===== config.mk =====
export PLATFORM = sky130hd
export DESIGN_NAME = pc_link_fifo
export DESIGN_NICKNAME = d
export VERILOG_FILES = /design/src/rtl/pc_link_fifo.sv
export SDC_FILE = /design/constraint.sdc
export NUM_CORES = 1
export LEC_CHECK = 0
export BUFFER_PORTS_ARGS = -buffer_cell sky130_fd_sc_hd__buf_2
export CAP_MARGIN = 10
export CORE_MARGIN = 4
export CORE_UTILIZATION = 60
export DETAILED_ROUTE_END_ITERATION = 7
export PLACE_DENSITY = 0.75
export SLEW_MARGIN = 20
export SYNTH_ARGS = -nofsm -noshare
export SYNTH_HDL_FRONTEND = slang
export SYNTH_SLANG_ARGS = --single-unit

===== constraint.sdc =====
create_clock -name clk -period 3.2 [get_ports clk]
set_clock_uncertainty 0.1 [all_clocks]
set_input_delay 0.32 -clock clk [delete_from_list [all_inputs] [get_ports clk]]
set_output_delay 0.32 -clock clk [all_outputs]
set_load 0.005 [all_outputs]

===== src/rtl/pc_link_fifo.sv =====
// pc_link_fifo: DEPTH-entry buffered rts/cts four-phase link from the trace/JTAG datapath to the host PC.
// Optional macro OVERFLOW_MARKER_EN: enqueue a {MARKER_TAG, drop count} word once space frees after drops.
module pc_link_fifo #(
  parameter int unsigned DATA_WIDTH     = 16,
  parameter int unsigned DEPTH          = 16,
  parameter int unsigned ADDR_WIDTH     = 4,
  parameter int unsigned SYNC_STAGES    = 2,
  parameter int unsigned DROP_CNT_WIDTH = 16,
  parameter logic [3:0]  MARKER_TAG     = 4'hF
) (
  input  logic                      clk,
  input  logic                      reset,
  input  logic                      enable,
  input  logic                      flush,
  input  logic                      wr_valid,
  input  logic [DATA_WIDTH-1:0]     wr_data,
  output logic                      wr_ready,
  output logic [DATA_WIDTH-1:0]     pc_data,
  output logic                      rts,
  input  logic                      cts,
  output logic [ADDR_WIDTH:0]       level,
  output logic                      overflow,
  output logic [DROP_CNT_WIDTH-1:0] drop_count
);

  localparam int unsigned         PAY_W    = DATA_WIDTH - 4;
  localparam int unsigned         WIDE_W   = (PAY_W > DROP_CNT_WIDTH) ? PAY_W : DROP_CNT_WIDTH;
  localparam logic [ADDR_WIDTH:0] LVL_FULL = (ADDR_WIDTH+1)'(DEPTH);

  typedef enum logic [1:0] {IDLE, PRESENT, WAIT_LOW} state_t;

  state_t                    r_state;
  state_t                    w_state_nxt;
  logic [DATA_WIDTH-1:0]     r_mem [DEPTH];
  logic [ADDR_WIDTH-1:0]     r_wr_ptr;
  logic [ADDR_WIDTH-1:0]     r_rd_ptr;
  logic [ADDR_WIDTH:0]       r_level;
  logic                      r_full;
  logic                      r_rts;
  logic [DATA_WIDTH-1:0]     r_pc_data;
  logic                      r_overflow;
  logic [DROP_CNT_WIDTH-1:0] r_drop_count;
  logic [SYNC_STAGES-1:0]    r_cts_sync;

  logic                      w_cts_s;
  logic                      w_load;
  logic                      w_pop;
  logic                      w_marker;
  logic                      w_wr_ok;
  logic                      w_drop;
  logic                      w_push;
  logic [DATA_WIDTH-1:0]     w_push_data;
  logic [ADDR_WIDTH:0]       w_level_nxt;
  logic [DROP_CNT_WIDTH-1:0] w_dc_base;
  logic [DROP_CNT_WIDTH-1:0] w_dc_nxt;
  logic [WIDE_W-1:0]         w_dc_wide;
  logic [PAY_W-1:0]          w_payload;
  logic [DATA_WIDTH-1:0]     w_marker_word;

  assign w_cts_s = r_cts_sync[SYNC_STAGES-1];

  always_comb begin
    w_state_nxt = r_state;
    w_load      = 1'b0;
    w_pop       = 1'b0;
    case (r_state)
      IDLE: begin
        if (enable && (r_level != '0) && !w_cts_s) begin
          w_load      = 1'b1;
          w_state_nxt = PRESENT;
        end
      end
      PRESENT: begin
        if (w_cts_s) begin
          w_pop       = 1'b1;
          w_state_nxt = WAIT_LOW;
        end
      end
      WAIT_LOW: begin
        if (!w_cts_s) w_state_nxt = IDLE;
      end
      default: w_state_nxt = IDLE;
    endcase
    // flush aborts any handshake; a PC still holding cts must release it first
    if (flush) begin
      w_load      = 1'b0;
      w_pop       = 1'b0;
      w_state_nxt = w_cts_s ? WAIT_LOW : IDLE;
    end
  end

  always_comb begin
    w_dc_wide = WIDE_W'(r_drop_count);
    if ((w_dc_wide >> PAY_W) != '0) w_payload = '1;
    else                            w_payload = w_dc_wide[PAY_W-1:0];
    w_marker_word = {MARKER_TAG, w_payload};
  end

`ifdef OVERFLOW_MARKER_EN
  assign w_marker = (r_drop_count != '0) && !r_full && !w_load && !flush;
`else
  assign w_marker = 1'b0;
`endif

  // wr_ready is forced low for the whole time reset is held
  assign wr_ready    = reset && !r_full && !w_marker;
  assign w_wr_ok     = wr_valid && wr_ready && !flush;
  assign w_drop      = wr_valid && !wr_ready && !flush;
  assign w_push      = w_wr_ok || w_marker;
  assign w_push_data = w_marker ? w_marker_word : wr_data;
  assign w_level_nxt = r_level + (ADDR_WIDTH+1)'(w_push) - (ADDR_WIDTH+1)'(w_pop);

  always_comb begin
    w_dc_base = w_marker ? '0 : r_drop_count;
    w_dc_nxt  = w_dc_base;
    if (w_drop && (w_dc_base != '1)) w_dc_nxt = w_dc_base + DROP_CNT_WIDTH'(1);
  end

  always_ff @(posedge clk) begin
    if (w_push) r_mem[r_wr_ptr] <= w_push_data;
  end

  always_ff @(posedge clk or negedge reset) begin
    if (!reset) begin
      r_wr_ptr     <= '0;
      r_rd_ptr     <= '0;
      r_level      <= '0;
      r_full       <= 1'b0;
      r_rts        <= 1'b0;
      r_pc_data    <= '0;
      r_overflow   <= 1'b0;
      r_drop_count <= '0;
    end else if (flush) begin
      r_wr_ptr     <= '0;
      r_rd_ptr     <= '0;
      r_level      <= '0;
      r_full       <= 1'b0;
      r_rts        <= 1'b0;
      r_overflow   <= 1'b0;
      r_drop_count <= '0;
    end else begin
      if (w_push) r_wr_ptr <= r_wr_ptr + ADDR_WIDTH'(1);
      if (w_pop)  r_rd_ptr <= r_rd_ptr + ADDR_WIDTH'(1);
      r_level      <= w_level_nxt;
      r_full       <= (w_level_nxt == LVL_FULL);
      r_drop_count <= w_dc_nxt;
      if (w_drop) r_overflow <= 1'b1;
      if (w_load) begin
        r_pc_data <= r_mem[r_rd_ptr];
        r_rts     <= 1'b1;
      end else if (w_pop) begin
        r_rts     <= 1'b0;
      end
    end
  end

  always_ff @(posedge clk or negedge reset) begin
    if (!reset) r_state <= IDLE;
    else        r_state <= w_state_nxt;
  end

  always_ff @(posedge clk or negedge reset) begin
    if (!reset) r_cts_sync <= '0;
    else        r_cts_sync <= {r_cts_sync[SYNC_STAGES-2:0], cts};
  end

  assign pc_data    = r_pc_data;
  assign rts        = r_rts;
  assign level      = r_level;
  assign overflow   = r_overflow;
  assign drop_count = r_drop_count;

endmodule


Word level (Yosys, flattened, before mapping)
Memory sizes are Yosys's and may differ from the RTL's. A register that Yosys moved wholly into a read port is not among the register bits.
Cells that the tools add are included.

word-level totals
  flip-flop bits (word level) = 36
  bits in latches = 0
  memory bits (writable) = 256
  memory bits (read-only) = 0
  output and inout bits = 40
  memories = 1

memories
  name   depth  bits a word  rd ports  clocked after memory_dff  wr ports  RTL line  RTL
  r_mem  16     16           1         1                         1         34        logic [DATA_WIDTH-1:0] r_mem [DEPTH];

operators by class
  add/sub/neg operators = 5
  multipliers = 0
  divide/modulo/power cells = 0
  order comparisons = 0
  equality and inequality tests = 7
  shift-type cells = 0
  multiplexer cells = 27
  bitwise operators = 1
  reduce and logical (&&, ||, !) cells = 22

operators with widths
  operator                 count
  $mux W16                 2
  $add A16 B1 Y16 const B  1
  $mux W4                  4
  $ne A16 B16 Y1 const B   1
  $mux W1                  14
  $mux W2                  5
  $ne A3 B3 Y1 const B     3
  $add A4 B1 Y4 const B    2
  $logic_and A1 B1 Y1      8
  $reduce_bool A2 Y1       4
  $pmux W2 S3              1
  $add A5 B1 Y5            1
  $eq A5 B5 Y1 const B     1
  $logic_not A1 Y1         5
  $mux W5                  1
  $reduce_bool A5 Y1       1
  $sub A5 B1 Y5            1
  $reduce_and A3 Y1        1
  $reduce_bool A3 Y1       1
  $eq A2 B1 Y1 const B     1
  $eq A2 B2 Y1 const B     1
  $logic_not A2 Y1         1
  $reduce_and A2 Y1        1
  $not A1 Y1               1

Logic depth before layout (Yosys ltp)
Gate-level depths: netlist of run 1.

  depth in word-level cells = 8
  mapped depth = 13

Least setup slack after synthesis of run 1
No wires, ideal clock.

  path type = in2reg
  from = in flush
  to = reg r_full
  arrival time = 2.898 ns
  required time = 2.995 ns
  setup slack = 0.096 ns
  stages on the path = 13
  path through = buf_2 > buf_1 > clkbuf_1 > buf_1 > nor2_1 > ha_1 > inv_1 > ha_1 > fa_1 > a21oi_1 > o21bai_1 > xnor2_1 > nor4b_1

on the way
  cells in the longest elaborated chain, start to end = 6

ends and longest elaborated chain
  what                  RTL line  RTL
  from (decl)           14        input logic flush,
  $logic_not A1 Y1      107       assign w_wr_ok = wr_valid && wr_ready && !flush;
  $logic_and A1 B1 Y1   107
  $add A5 B1 Y5         111       assign w_level_nxt = r_level + (ADDR_WIDTH+1)'(w_push) - (ADDR_WIDTH+1)'(w_pop);
  $sub A5 B1 Y5         111
  $eq A5 B5 Y1          145       r_full <= (w_level_nxt == LVL_FULL);
  $mux W1 (*)           133       end else if (flush) begin
  to (signal assigned)  145
  to (decl)             38        logic r_full;

Every way passes the cells marked *; elsewhere a longest branch is shown, timed or not.
A chain may end at the register's enable or synchronous reset.

Final worst setup path of run 1
  from = reg r_full
  to = reg r_full

on the way
  cells in the longest elaborated chain, start to end = 8

ends and longest elaborated chain
  what                               RTL line  RTL
  $logic_not A1 Y1                   106       assign wr_ready = reset && !r_full && !w_marker;
  $logic_and A1 B1 Y1                106
  $logic_and A1 B1 Y1 (2 in series)  107
  $add A5 B1 Y5                      111
  $sub A5 B1 Y5                      111
  $eq A5 B5 Y1                       145
  $mux W1                            133

No other way between the ends.

==> metrics, run 1 <==
status=finished clean; number of filler instances in the final layout=1261; gate count after technology mapping=657; critical-path cell list=nand3b_1, nor2_1, inv_1, ha_1, inv_1, ha_1, fa_1, a21oi_1, o21bai_1, xnor2_1, nor4b_1; final instance count without filler cells=1047; Worst-Skew Late Latency=550 ps; FFs w/ async S/R, synth=16.9%; pin count of the biggest net entering global routing=54; unrepaired setup endpoints after global routing=no; H-tree Lvls=1; placed instance count=989; Die Span X=151 um; routed wire length per instance=25.0 um; count of boundary I/O pins=62; number of warnings printed during yosys synthesis=0; Hold EP=r_wr_ptr[1]; Final min period=2860 ps; IO buf count=61; commonest non-fill, non-tap cell in the layout=edfxtp_1; flops & latches, synth=308; depth of the worst register-to-register path=11; end of the worst register-to-register path=r_full; post-layout worst setup margin=337 ps; all-layer global routing usage=23.8%; antenna diode count=0; area used by multi-input combinational logic=3140 um2; maximum net fanout on the critical path=7; top library cells by usage in the layout, fill and taps aside=256 x edfxtp_1, 64 x mux4_2, 61 x buf_2; area of the core region=20200 um2; kind of capture point of the worst setup path=flip-flop; count of nets left with antenna violations after detail routing=0; Util after Layout=69.9%; drt via density=6.25; min-delay src=wr_valid; primary flip-flop cell chosen by synthesis mapping=edfxtp_1; maximum frequency from static timing analysis=349 MHz; Worst Hold Margin=23.2 ps; number of clock buffers inserted by TritonCTS=30; Total Negative Setup Slacks=0 ps; total of endpoints with negative setup slack in the final report=0; mean post-synth cell area=18.8 um2; sinks on the clock net=308; Sequential cell area=8990 um2; VDD IR max=471 uV; cell area power density=607 nW/um2; Post-Syn Area=12300 um2; initial antenna violation count=0; CTS tree=built; vias in the first global route=6788; Routability Congestion=0.825; first-pass GRT wire length=40200 um; DRC violations left=0; startpoint of the lowest-slack register-to-register path=r_full; Critical Path Slowest Stage Cell=fa_1; die height=151 um; type of the most critical hold path=input port to flip-flop; effective utilization at floorplan=60.9%; number of placement rows=52; top-area cell type share of the netlist area=62.3%; syn nets=692; proportion of layout cells with a drive suffix above 1=29.1%; number of flops mapped to enable cells by yosys=256; Critical Setup Path Class=flip-flop to flip-flop; hold path depth=3; via count of the routed design=6548; delay of the slowest cell on the worst path=410 ps; pre-CTS worst setup slack=307 ps; cells taking the most area after synthesis=edfxtp_1 62%, mux4_2 12%, dfrtp_1 11%; Critical Path Source Type=flip-flop; number of buffers between clock root and the deepest sink=3; CP required=3520 ps; Yosys top cell by area=edfxtp_1; Remaining Overflow, GRT=0; CTS clock-pin slew for the worst setup and hold paths=60 ps; DR pass1 iterations=5; Relative slew margins=49.6%; sequential-to-total area share from yosys stat=72.9%; data arrival time of the worst path=3190 ps; full die area=22900 um2; reg-to-reg slack, setup=340 ps; number of DRC violations after detailed-routing iteration 0=528; final count of pins violating max slew=0; number of max-cap violations=0; sum of net half-perimeters after detailed placement=15300 um; number of nets in the finished design=788; Area growth syn-to-layout=14.6%; count of distinct cell types in the synthesized netlist=50; pin slew with the least headroom to its limit=756 ps; Hold Vio Cnt, Final=0; Lkg Pwr=4.96 nW; routed wire length=26200 um; root buf cell=clkbuf_16; share of the clock period used by the worst path after layout=89.5%
## cell type report
type / count / share of cell area [%]
clock buffer: 45 / 6.28
tap: 270 / 2.39
inverter: 16 / 0.425
multi-input combinational: 298 / 22.2
clock inverter: 11 / 0.602
sequential: 308 / 63.6
timing repair buffer: 99 / 4.48
## what timing repair did
item,4_1_cts,5_1_grt
setup buffers,0,0
resized for setup,0,0
hold buffers,2,0
endpoints found under the hold margin,53,0
## metal layers
metal  part of all wire, %  GRT usage [%]  vias to the layer above
li1                      -              -                     2846
met1                    41           33.0                     3402
met2                    50           38.7                      243
met3                   6.0           4.28                       57
met4                   3.4           7.93                        0
met5                     0              0                        -
## through the flow
stage	cell area [um2]	total power, mW
2_1_floorplan	12300	4.96
3_3_place_gp	13100	5.23
3_5_place_dp	13100	5.27
4_1_cts	14100	8.65
5_1_grt	14100	8.89
6_report	14100	8.58
## state kept, by name, indices dropped and copies added (netlist names)
signal and cells:
r_mem 256, drop_count 16, pc_data 16, level 5, r_rd_ptr 4, r_wr_ptr 4, r_cts_sync 2, r_state 2
overflow 1, r_full 1, rts 1
## where the power goes
part | total, mW | switching [mW] | internal (mW)
Clock | 3.39 | 1.40 | 2.00
Sequential | 4.61 | 0.113 | 4.50
Combinational | 0.584 | 0.319 | 0.265
## worst max-delay path: cells and delay by family (launching register included)
family                     cells  cell delay, ps
adders and majority gates      3             910
and+or+nand+nor                3             760
DFF                            1             370
AOI/OAI and AO/OA              2             240
buffers and inverters          2             210
xor gates and xnor gates       1             150
## cell usage after synthesis, types with 4 or more instances
cell and number:
edfxtp_1 256, mux4_2 64, dfrtp_1 52, nor2_1 24, a21o_1 17, a211oi_1 16
mux2i_1 16, o22ai_1 16, buf_2 15, inv_1 15, a21oi_1 14, ha_1 12
nand2_1 11, nand3_1 10, nor2b_1 10, and2_1 8, buf_1 8, nor4_1 8
clkbuf_1 7, o21ai_0 6, xnor2_1 6, buf_4 5, mux2_2 5, nand4_1 5
or3_1 5, or4_1 5, o31ai_1 4, xor2_1 4
## how the worst max path moves through the flow
stage	start	endpoint	slack, ps	cells past startpoint
2_1_floorplan	flush	r_full	100	13
3_3_place_gp	wr_valid	r_full	420	12
3_5_place_dp	wr_valid	r_full	310	12
4_1_cts	r_full	r_full	360	11
5_1_grt	r_full	r_full	140	11
6_report	r_full	r_full	340	11
## cell families after synthesis
| family | count (synthesis) | synth area share, % |
|---|---|---|
| and+or+nand+nor | 110 | 5.34 |
| buffers and inverters | 51 | 1.86 |
| xor gates and xnor gates | 10 | 0.710 |
| muxes | 87 | 13.6 |
| DFF | 308 | 72.9 |
| adders and majority gates | 13 | 1.38 |
| AOI/OAI and AO/OA | 78 | 4.19 |
No activity file was read; power rests on OpenSTA's default activity.
==> run 2, diff against run 1 <==
--- a/config.mk
+++ b/config.mk
@@ -5,6 +5,7 @@
 export SDC_FILE = /design/constraint.sdc
 export NUM_CORES = 1
 export LEC_CHECK = 0
+export ABC_AREA = 1
 export BUFFER_PORTS_ARGS = -buffer_cell sky130_fd_sc_hd__buf_2
 export CAP_MARGIN = 10
 export CORE_MARGIN = 4
==> run 2 against run 1 <==
  * Sequential power is essentially flat
  * Final area grew 9.1%
  * Non-clock buffer count is 1 higher
  * Clock power barely moved
  * Sequential share of layout area down 5.3 points
  * Worst hold slack better by 11 ps
  * Critical endpoint unchanged
  * Largest power group unchanged
  * Highest routed layer unchanged
==> metrics, run 2 <==
depth of the worst register-to-register path=13; top library cells by usage in the layout, fill and taps aside=458 x nand2_1, 256 x edfxtp_1, 227 x inv_1; routed wire length=32000 um; pre-CTS worst setup slack=425 ps; commonest non-fill, non-tap cell in the layout=nand2_1; count of boundary I/O pins=62; drt via density=5.45; CTS clock-pin slew for the worst setup and hold paths=60 ps; all-layer global routing usage=25.5%; number of flops mapped to enable cells by yosys=256; Yosys top cell by area=edfxtp_1; number of buffers between clock root and the deepest sink=3; Post-Syn Area=13600 um2; data arrival time of the worst path=3130 ps; cell area power density=565 nW/um2; maximum net fanout on the critical path=8; primary flip-flop cell chosen by synthesis mapping=edfxtp_1; number of filler instances in the final layout=1622; DRC violations left=0; total of endpoints with negative setup slack in the final report=0; startpoint of the lowest-slack register-to-register path=r_full; top cells by count, synth=458 x nand2_1, 256 x edfxtp_1, 227 x inv_1; mean post-synth cell area=9.83 um2; flops & latches, synth=308; final count of pins violating max slew=0; post-CTS setup buffer count=0; routed wire length per instance=18.1 um; CP required=3540 ps; maximum frequency from static timing analysis=359 MHz; post-layout worst setup margin=414 ps; Area growth syn-to-layout=13.0%; H-tree Lvls=1; status=finished clean; Critical Setup Path Class=input port to flip-flop; syn nets=1424; Post-CTS Hold Fix Bufs=2; Util after Layout=69.8%; Die Span X=159 um; final instance count without filler cells=1766; number of max-cap violations=0; Remaining Overflow, GRT=0; placed instance count=1707; Power Total=8.72 mW; count of nets left with antenna violations after detail routing=0; Worst-Skew Late Latency=570 ps; Final min period=2790 ps; startpoint of the most critical setup path=reset; DR pass1 iterations=7; count of distinct cell types in the synthesized netlist=28; sequential-to-total area share from yosys stat=65.9%; Hold Vio Cnt, Final=0; pin count of the biggest net entering global routing=131; share of the clock period used by the worst path after layout=87.1%; root buf cell=clkbuf_16; cells taking the most area after synthesis=edfxtp_1 56%, nand2_1 13%, dfrtp_1 9.5%; Critical Path Source Type=input port; Total Negative Setup Slacks=0 ps; die height=159 um; gate count after technology mapping=1389; most common cell in the netlist=nand2_1; number of placement rows=54; Largest Register=r_mem; number of warnings printed during yosys synthesis=0; Relative slew margins=46.5%; Critical path destination=r_full; effective utilization at floorplan=61.8%; proportion of layout cells with a drive suffix above 1=11.5%; Routability Congestion=0.876; reg-to-reg slack, setup=460 ps; number of DRC violations after detailed-routing iteration 0=1005; vias in the first global route=9396; initial antenna violation count=2; FFs w/ async S/R, synth=16.9%; unrepaired setup endpoints after global routing=no; number of nets in the finished design=1496; Lkg Pwr=6.88 nW; area of the core region=22100 um2; sum of net half-perimeters after detailed placement=18900 um; IO buf count=61; max reg flops=256; quantity of gates resized following cts=0; sinks on the clock net=308; pin slew with the least headroom to its limit=801 ps; via count of the routed design=9619; end of the worst register-to-register path=r_full; CTS tree=built; type of the most critical hold path=input port to flip-flop; kind of capture point of the worst setup path=flip-flop; top-area cell type share of the netlist area=56.3%; first-pass GRT wire length=51300 um; VDD IR max=485 uV; number of clock buffers inserted by TritonCTS=30; full die area=25200 um2
[run 2: cell types whose count changed in the layout (fill, tap and decap cells not counted), moves of 16 or more]
cell	previous run	this run
nand2_1	11	458
o22ai_1	16	0
nor2_2	0	18
a21o_1	17	0
a211oi_1	16	0
nand3_1	10	210
mux2i_1	16	0
inv_1	15	227
mux4_2	64	0
[run 2: worst min-delay path by stage]
stage | from | endpoint | slack (ps) | depth (start not counted)
2_1_floorplan | reset | drop_count[0] | -80 | 0
3_3_place_gp | r_cts_sync[0] | r_cts_sync[1] | 270 | 0
3_5_place_dp | r_cts_sync[0] | r_cts_sync[1] | 240 | 0
4_1_cts | wr_data[8] | r_mem[2][8] | 20 | 1
5_1_grt | enable | r_state[1] | 40 | 4
6_report | wr_data[2] | r_mem[4][2] | 30 | 1
[run 2: power by group]
part / internal, mW / switching (mW) / total (mW)
clock: 1.96 / 1.46 / 3.42
sequential: 4.48 / 0.105 / 4.59
combinational: 0.255 / 0.451 / 0.706
total: 6.70 / 2.02 / 8.72
[run 2: critical path: stages]
cell	delay, ps
dlygate4sd3_1	520
buf_2	110
inv_1	40
nor2_1	100
nand2_1	130
inv_1	240
nand2_1	90
ha_1	280
inv_1	40
ha_1	200
fa_1	420
a21oi_1	150
o21bai_1	90
or2_2	270
nand3_1	80
nor2_1	50
[run 2: cells by family after synthesis]
family | share of synthesized area (%)
simple gates | 23.0
flops | 65.9
buf+inv | 8.39
compound gates | 0.981
fa+ha+maj | 1.25
xor+xnor | 0.513
[run 2: per-stage QoR]
stage	hold slack, ps	instance area (um2)
5_1_grt	38.6	15400
6_report	34.1	15400
4_1_cts	23.9	15400
2_1_floorplan	-75.6	13600
3_5_place_dp	239	14400
3_3_place_gp	267	14400
[run 2: cell type report]
type	instances	area, um2	share of cell area, %
timing repair buffer	100	691	4.48
inverter	231	868	5.63
antenna	2	5.00	0.0324
multi-input combinational	790	3560	23.1
clock inverter	20	193	1.25
clock buffer	35	769	4.99
sequential	308	8990	58.3
tap	280	350	2.27
[run 2: per-layer routing]
| layer | GRT usage, % | vias to the layer above | routed length, um |
|---|---|---|---|
| met5 | 0 | - | 0 |
| met3 | 3.73 | 53 | 2230 |
| met1 | 35.3 | 4569 | 13400 |
| li1 | - | 4613 | - |
| met2 | 42.8 | 384 | 15700 |
| met4 | 7.06 | 0 | 684 |
==> run 3, diff against run 2 <==
--- a/config.mk
+++ b/config.mk
@@ -9,9 +9,10 @@
 export BUFFER_PORTS_ARGS = -buffer_cell sky130_fd_sc_hd__buf_2
 export CAP_MARGIN = 10
 export CORE_MARGIN = 4
-export CORE_UTILIZATION = 60
+export CORE_UTILIZATION = 55
 export DETAILED_ROUTE_END_ITERATION = 7
-export PLACE_DENSITY = 0.75
+export MAX_ROUTING_LAYER = met4
+export PLACE_DENSITY = 0.69
 export SLEW_MARGIN = 20
 export SYNTH_ARGS = -nofsm -noshare
 export SYNTH_HDL_FRONTEND = slang
==> constraint.sdc (replaced) <==
create_clock -name clk -period 3.2 [get_ports clk]
set_clock_uncertainty 0.1 [all_clocks]
set_input_delay 0.32 -clock clk [delete_from_list [all_inputs] [get_ports clk]]
set_output_delay 0.32 -clock clk [all_outputs]
set_load 0.1 [all_outputs]
==> run 3 against run 2 <==
  * Fmax increased by 1.8%
  * Cell count is 2.5% higher
  * Sequential cell count unchanged
  * Power increased by 8.4%
  * Non-clock buffer count grew 1
  * Critical path depth did not move
  * Sequential power is essentially flat
==> metrics, run 3 (synthesized netlist as in run 2, its figures left out) <==
status=finished clean; root buf cell=clkbuf_16; pin count of the biggest net entering global routing=72; IO buf count=61; Layout Cell Area excl Fill=15400 um2; initial antenna violation count=0; number of DRC violations after detailed-routing iteration 0=870; Worst-Skew Late Latency=550 ps; cell area power density=614 nW/um2; unrepaired setup endpoints after global routing=no; sinks on the clock net=308; count of boundary I/O pins=62; final count of pins violating max slew=0; routed wire length per instance=17.3 um; data arrival time of the worst path=3070 ps; number of clock buffers inserted by TritonCTS=31; Largest Register=r_mem; pre-CTS worst setup slack=414 ps; CTS tree=built; number of filler instances in the final layout=2000; type of the most critical hold path=input port to flip-flop; top library cells by usage in the layout, fill and taps aside=458 x nand2_1, 256 x edfxtp_1, 227 x inv_1; Critical Path Source Type=input port; maximum frequency from static timing analysis=366 MHz; CTS clock-pin slew for the worst setup and hold paths=60 ps; VDD IR max=788 uV; total of endpoints with negative setup slack in the final report=0; Post-DP Area=14500 um2; effective utilization at floorplan=56.0%; Post-CTS Hold Fix Bufs=2; Die Span X=166 um; proportion of layout cells with a drive suffix above 1=11.4%; Remaining Overflow, GRT=0; Area growth syn-to-layout=12.9%; all-layer global routing usage=24.0%; Total Negative Setup Slacks=0 ps; number of max-cap violations=0; number of placement rows=57; number of nets in the finished design=1498; area of the core region=24400 um2; count of nets left with antenna violations after detail routing=0; via count of the routed design=9465; die height=166 um; drt via density=5.23; Final min period=2740 ps; routed wire length=31300 um; CP required=3540 ps; pin slew with the least headroom to its limit=853 ps; Lkg Pwr=6.85 nW; antenna diode count=0; H-tree Lvls=1; maximum net fanout on the critical path=8; number of buffers between clock root and the deepest sink=3; Power Total=9.45 mW; Hold Vio Cnt, Final=0; commonest non-fill, non-tap cell in the layout=nand2_1; Routability Congestion=0.874; Relative slew margins=43.1%; sum of net half-perimeters after detailed placement=18900 um; full die area=27400 um2; vias in the first global route=9192; kind of capture point of the worst setup path=flip-flop; first-pass GRT wire length=49500 um; post-CTS setup buffer count=0; Worst Hold Margin=39.7 ps; Critical Setup Path Class=input port to flip-flop; quantity of gates resized following cts=0; share of the clock period used by the worst path after layout=85.5%; max reg flops=256; DR pass1 iterations=5; DRC violations left=0; post-layout worst setup margin=465 ps
## run 3: changes by cell type in the layout (fill, tap and decap cells not counted), sizes merged
cell    delta
buf        +1
inv        +1
diode      -2
clkbuf    +10
bufinv     -2
clkinv     -8
## run 3: cell type report
| cell class | count | area [um2] | share of cell area (%) |
|---|---|---|---|
| well taps | 324 | 405 | 2.63 |
| clock buffers | 45 | 848 | 5.51 |
| repair buffers | 101 | 648 | 4.21 |
| multi-input cells | 790 | 3560 | 23.1 |
| clock inverters | 11 | 76.3 | 0.495 |
| inverters | 231 | 870 | 5.64 |
| flip-flops and latches | 308 | 8990 | 58.4 |
## run 3: layer usage
layer / up-vias / global-route usage, % / wire (um)
met5: - / - / 0
met4: 0 / 6.94 / 830
met3: 62 / 3.57 / 2180
met2: 320 / 38.8 / 14900
met1: 4473 / 32.2 / 13300
li1: 4610 / - / -
## run 3: path summary, 6_finish.rpt
| check | startpoint | to | slack [ps] | depth (start not counted) |
|---|---|---|---|---|
| setup / recovery | reset | level[4] | 460 | 16 |
| setup reg to reg | r_state[1] | level[4] | 500 | 12 |
| hold reg to reg | r_cts_sync[0] | r_cts_sync[1] | 250 | 0 |
| min in group asynchronous | reset | r_full | 370 | 3 |
| max in group asynchronous | reset | r_rd_ptr[0] | 2090 | 3 |
| hold / removal | enable | r_state[1] | 40 | 4 |
## run 3: power breakdown
part	internal (mW)	switching, mW
clock	1.90	1.43
sequential	4.48	0.107
combinational	0.257	1.28
## run 3: worst max-delay path, cell delays in order
cell	delay [ps]
dlygate4sd3_1	520
buf_2	110
inv_1	90
nor2_4	90
nand2_1	90
inv_1	180
nand2_1	90
ha_1	290
inv_1	40
ha_1	200
fa_1	410
a21oi_1	140
o21bai_1	80
or2_2	270
nand3_1	90
inv_1	50
## run 3: per-stage QoR
stage / utilization, % / cells
detailed placement: 59.3 / 1752
CTS: 63.2 / 1810
global route: 63.2 / 1810
global placement: 59.3 / 1752
floorplan: - / 1389
finish: 63.2 / 1810
